`config.mk`:
```
export PLATFORM = sky130hd
export DESIGN_NAME = sum_pipe
export DESIGN_NICKNAME = d
export VERILOG_FILES = /design/src/rtl/sum_pipe.sv
export SDC_FILE = /design/constraint.sdc
export NUM_CORES = 2
export LEC_CHECK = 0
export CAP_MARGIN = 20
export CORE_AREA = 2 2 355 181
export CTS_CLUSTER_SIZE = 30
export DETAILED_ROUTE_END_ITERATION = 10
export DIE_AREA = 0 0 357 183
export PLACE_DENSITY_LB_ADDON = 0.3
export SYNTH_ARGS = -nofsm -noshare
export SYNTH_HDL_FRONTEND = slang
export SYNTH_SLANG_ARGS = --single-unit
```
`constraint.sdc`:
```
create_clock -name clk -period 14.75 [get_ports clk]
set_input_delay 4.425 -clock clk [delete_from_list [all_inputs] [get_ports clk]]
set_output_delay 4.425 -clock clk [all_outputs]
set_load 0.05 [all_outputs]
```
`src/rtl/sum_pipe.sv`:
```
// sum_pipe: three-stage signed add / multiply / add datapath with clock enable.
// Stage 3 (equals) is built only when SUM_EQUALS_EN is defined; otherwise equals is 0.
module sum_pipe (
  input  logic               clk,
  input  logic               rst,
  input  logic               ce,
  input  logic signed [17:0] A,
  input  logic signed [12:0] B,
  input  logic signed [11:0] C,
  input  logic signed [14:0] D,
  input  logic signed [17:0] E,
  input  logic signed [18:0] F,
  output logic signed [18:0] sum_res,
  output logic signed [11:0] c_del,
  output logic signed [18:0] de_out,
  output logic signed [19:0] fe_out,
  output logic signed [30:0] Y,
  output logic signed [38:0] Y2,
  output logic signed [39:0] equals
);

  typedef struct packed {
    logic [18:0] ab;
    logic [18:0] de;
    logic [19:0] fe;
    logic [11:0] c;
  } s1_t;

  typedef struct packed {
    logic [30:0] y;
    logic [38:0] y2;
  } s2_t;

  s1_t s1_d, s1_q;
  s2_t s2_d, s2_q;

  // Operands are sign-extended to the result width before each
  // add/multiply, so the low bits are exact and nothing can overflow.
  always_comb begin
    s1_d    = '0;
    s1_d.ab = {A[17], A} + {{6{B[12]}}, B};
    s1_d.de = {{4{D[14]}}, D} + {E[17], E};
    s1_d.fe = {F[18], F} + {{2{E[17]}}, E};
    s1_d.c  = C;
  end

  always_comb begin
    s2_d    = '0;
    s2_d.y  = {{12{s1_q.ab[18]}}, s1_q.ab}
            * {{19{s1_q.c[11]}}, s1_q.c};
    s2_d.y2 = {{20{s1_q.de[18]}}, s1_q.de}
            * {{19{s1_q.fe[19]}}, s1_q.fe};
  end

  always_ff @(posedge clk or posedge rst) begin
    if (rst) begin
      s1_q <= '0;
      s2_q <= '0;
    end else if (ce) begin
      s1_q <= s1_d;
      s2_q <= s2_d;
    end
  end

`ifdef SUM_EQUALS_EN
  logic [39:0] eq_d, eq_q;

  always_comb begin
    eq_d = {{9{s2_q.y[30]}}, s2_q.y}
         + {s2_q.y2[38], s2_q.y2};
  end

  always_ff @(posedge clk or posedge rst) begin
    if (rst) begin
      eq_q <= '0;
    end else if (ce) begin
      eq_q <= eq_d;
    end
  end

  assign equals = eq_q;
`else
  assign equals = '0;
`endif

  assign sum_res = s1_q.ab;
  assign de_out  = s1_q.de;
  assign fe_out  = s1_q.fe;
  assign c_del   = s1_q.c;
  assign Y       = s2_q.y;
  assign Y2      = s2_q.y2;

endmodule

```
Word level (Yosys, flattened, before mapping):

Cells that the tools add are included.
W data, S select, Z words.

* bits in registers: 140
* bits in latches: 0
* memory bits (writable): 0
* bits in read-only memories: 0
* bits of input ports: 98
* output and inout bits: 180
* logic and storage cells: 11
* memories: 0

* $add $sub $neg: 3
* $mul: 2
* divide/modulo/power cells: 0
* magnitude comparators: 0
* equal/unequal tests: 0
* shifts and indexed selects: 0
* mux-type cells: 0
* bitwise logic cells: 0
* reduce and logical (&&, ||, !) cells: 0

Operators by type and width (count)
* $mul A19 B20 Y39: 1
* $mul A19 B12 Y31: 1
* $add A19 B18 Y20: 1
* $add A15 B18 Y19: 1
* $add A18 B13 Y19: 1

Depth between registers and ports, before layout:

* depth in word-level cells: 1
* depth in mapped cells: 25

Worst setup path before layout:

OpenSTA, ideal clock, no wires.

* kind: in2reg
* start: in D[1]
* end: reg s1_q, in the netlist de_out[17]
* arrival: 6649 ps
* data required time: 14630 ps
* slack: 7981 ps
* stages on the path: 10
* path buffers: 0
* cells stage by stage: ha_1 a21o_1 a21o_1 a2111oi_2 o31ai_1 o41ai_2 o21ai_0 o211ai_1 nand3_1 a31o_2

* word-level cells in the longest chain between the ends: 1

Ends and longest elaborated chain
* start, declared: RTL line 10 `input logic signed [14:0] D,`
* $add A15 B18 Y19: RTL line 42 `s1_d.de = {{4{D[14]}}, D} + {E[17], E};`
* end signal, assigned: RTL line 57 `s1_q <= '0;`
* end signal, assigned: RTL line 60 `s1_q <= s1_d;`
* end, declared: RTL line 34 `s1_t s1_d, s1_q;`

Every way passes these cells.
A chain may end at the register's enable or synchronous reset.

Worst setup path after layout:

* start: reg s1_q, in the netlist fe_out[7]
* end: reg s2_q, in the netlist Y2[36]

* word-level cells in the longest chain between the ends: 1

Ends and longest elaborated chain
* $mul A19 B20 Y39: RTL line 52 `* {{19{s1_q.fe[19]}}, s1_q.fe};`
* end signal, assigned: RTL line 58 `s2_q <= '0;`
* end signal, assigned: RTL line 61 `s2_q <= s2_d;`
* end, declared: RTL line 35 `s2_t s2_d, s2_q;`

Every way passes these cells.

==> impl_results.md <==
- Status: completed
- R2R depth: 21
- Hold Slack: 0.4941 ns
- Global-route wire length before repair: 135900 um
- Initial core utilization: 47.64%
- Reg-to-reg startpoint: fe_out[7]$_DFFE_PP0P_
- Reg-to-reg setup timing slack: 6.93 ns
- DIE AREA: 0.06533 mm^2
- DRT Pass-1 Iters: 6
- Period utilization: 52.99%
- Final setup fails: 0
- Critical Path AT: 8.21 ns
- Crit path required time: 15.14 ns
- Via count: about 22000
- Initial DRC Count: 1954
- Drt total wl: 85950 um
- Clk buf depth: 2
- Final hold violation count: 0
- Postcts setup bufs: 0
- Startpoint type of the worst setup path: register
- Pin count of the biggest net entering global routing: 80
- Most common cell after layout, fill and taps aside: inv_1
- Via-to-Cell Ratio: 5.273
- Finished Cell Area: around 0.033 mm^2
- Yosys Warn Count: 0
- CTS tree: yes
- Hold Path End: Y[9]$_DFFE_PP0P_
- H-tree depth: 4
- DIE HEIGHT: 183 um
- Final Max Slew Viols: 0
- GP Congestion: roughly 0.95
- Setup crit start: fe_out[7]$_DFFE_PP0P_
- Num CTS Buffers: 17
- # port buffers: around 240
- Worst path most repeated cell: fa_1
- Area grow syn2layout: 12.41%
- Overflow after GRT: 0
- Final min period: between 7 and 8 ns
- Final ANT Viol Nets: 0
- Worst-Skew Late Latency: 0.52 ns
- Overall Global Routing Usage: ~28%
- Final #Nets: roughly 4200
- Setup CP Type: register to register
- Skew final: 0.02066 ns
- RSZ-0062 raised after global routing: false
- Prevailing post-synth register cell: dfrtp_1
- Core area: 0.06230 mm^2
- Sequential share of the synthesized area: 11.80%
- Detailed-route wire length per cell: between 20 and 25 um
- Worst Tran Pin Value: 1.143 ns
- EDFF count, synth: 0
- Commonest cells after routing, fill and taps aside: inv_1, fa_1, nand2_1
- # fillers: approximately 5600
- Worst-path clk slew: 0.07 ns
- I/O Pins: 278
- Min-delay src: Y[9]$_DFFE_PP0P_
- Post-Route Setup TNS: 0 ns
- Multi-input gate area: 0.02314 mm^2
- # hold bufs at CTS: 0
- Endpoint type of the worst setup path: register
- Hold Path Depth: 1
- Clk sinks: 140
- Fmax: 0.1280 GHz
- Syn_area_per_cell: 9.498 um^2
- Layout cells sized above 1: 5.655%
- Worst r2r dst: Y2[36]$_DFFE_PP0P_
- Post-CTS Resized: 0
- Fraction of registers with async set/reset: 100.0%
- Post-synth cell types: slightly below 70
- CTS root buffer: clkbuf_16
- Flip-flop and latch count after synthesis: 140
- Mapped Cells: 3125
- Max_cap viols: 0
- Post-DP HPWL: between 60000 and 70000 um
- Post-Syn Area: roughly 0.03 mm^2
- Crit-path cells: nand2_1 > fa_1 > inv_1 > fa_1 > inv_1 > fa_1 > inv_1 > fa_1 > fa_1 > fa_1 > fa_1 > ha_1 > and3_1 > a31oi_1 > o21ai_0 > or3_1 > a31oi_1 > o21ai_1 > a21oi_1 > xnor2_1 > mux2_2
- Reg area: 0.003503 mm^2
- Row count: 65
- Final Util: 53.55%
- Die Span X: 357 um
- Critical-path maximum fanout: 21
- Worst min path class: register to register
- Slew HR: 23.80%
- Slowest stage cell, crit path: dfrtp_1
- Number of global-route vias before repair: 22520
- Area of placed instances: 0.03271 mm^2
- Crit-path max cell delay: about 1.1 ns
- Post-route DRC: 0
- Initial antenna violation count: 5
==> stage by stage <==
stage / worst slack, ns / std cells
3_3_place_gp: 6.810 / 4094
3_5_place_dp: 6.752 / 4094
2_1_floorplan: 6.572 / 3164
5_1_grt: 6.695 / 4129
4_1_cts: 7.099 / 4126
6_report: 6.934 / 4130
==> routing by layer <==
metal | vias to the layer above | part of all wire [%] | track usage, %
li1 | 9802 | - | -
met1 | 10970 | 49 | 44.35
met2 | 923 | 38 | 36.29
met3 | 78 | 11 | 8.915
met4 | 2 | 1.6 | 5.059
met5 | - | 0.0093 | 0
==> flip-flops by register name, indices dropped and copies added, names as in the netlist <==
register,cells
c_del,12
sum_res,19
Y,31
de_out,19
Y2,39
fe_out,20
==> worst max path at each step <==
stage | end | cells past startpoint | slack, ns
after floorplan | Y2[0]$_DFFE_PP0P_ | 1 | 6.57
after global placement | sum_res[18]$_DFFE_PP0P_ | 13 | 6.81
after detailed placement | sum_res[18]$_DFFE_PP0P_ | 13 | 6.75
after CTS | Y2[36]$_DFFE_PP0P_ | 21 | 7.10
after global routing | Y2[38]$_DFFE_PP0P_ | 21 | 6.70
final | Y2[36]$_DFFE_PP0P_ | 21 | 6.93
==> kinds of logic after synthesis <==
group           after synthesis  share of synthesized area [%]
simple gates                868                          14.32
fa+ha+maj                   832                          50.17
buf+inv                     807                          10.71
compound gates              299                          6.969
flops                       140                          11.80
xor+xnor                     89                          2.626
mux                          89                          3.377
other cells                   1                        0.01263
==> worst max-delay path: cells and delay by family (launching register included) <==
| family | cells | cell delay, ns |
|---|---|---|
| compound gates | 5 | 1.29 |
| xor+xnor | 1 | 0.09 |
| fa+ha+maj | 8 | 3.82 |
| buf+inv | 3 | 0.17 |
| flops | 1 | 1.10 |
| mux | 1 | 0.26 |
| simple gates | 3 | 0.94 |
==> cell type report <==
cell class / count / share of cell area, %
Tap cell: 837 / 3.139
Timing Repair Buffer: 276 / 7.992
Antenna cell: 4 / 0.03000
Sequential cell: 140 / 10.50
Clock inverter: 15 / 0.6563
Multi-Input combinational cell: 2217 / 69.37
Inverter: 624 / 7.036
Clock buffer: 17 / 1.275
==> cells in the mapped netlist (4+ instances only) <==
master | count | share of area, %
a221oi_1 | 5 | 0.15
fa_1 | 597 | 40
a211o_1 | 5 | 0.15
inv_1 | 624 | 7.9
o22ai_1 | 5 | 0.11
nand3_1 | 30 | 0.51
a211oi_1 | 15 | 0.38
nor2b_1 | 10 | 0.21
a31o_2 | 6 | 0.18
o21a_1 | 23 | 0.58
o31a_1 | 4 | 0.12
nor2_1 | 83 | 1.0
nand4_1 | 7 | 0.15
o211ai_1 | 4 | 0.10
mux2_2 | 89 | 3.4
and2_1 | 264 | 5.6
and3_1 | 12 | 0.25
nor3_1 | 31 | 0.52
buf_4 | 40 | 1.0
a21o_1 | 34 | 0.86
ha_1 | 235 | 9.9
nand2_1 | 368 | 4.7
a21oi_1 | 58 | 0.98
xor2_1 | 19 | 0.56
o21ai_0 | 58 | 0.98
o31ai_1 | 19 | 0.48
a31oi_1 | 14 | 0.30
dfrtp_1 | 140 | 12
a22oi_1 | 4 | 0.10
nand2b_1 | 31 | 0.65
o21bai_1 | 7 | 0.18
or2_2 | 4 | 0.084
xnor2_1 | 70 | 2.1
or3_1 | 14 | 0.30
o41ai_1 | 4 | 0.12
clkbuf_1 | 140 | 1.8
Power is left out: the tool's default activity adds up to more than one toggle a clock period on the data nets, which glitch-free logic cannot reach.
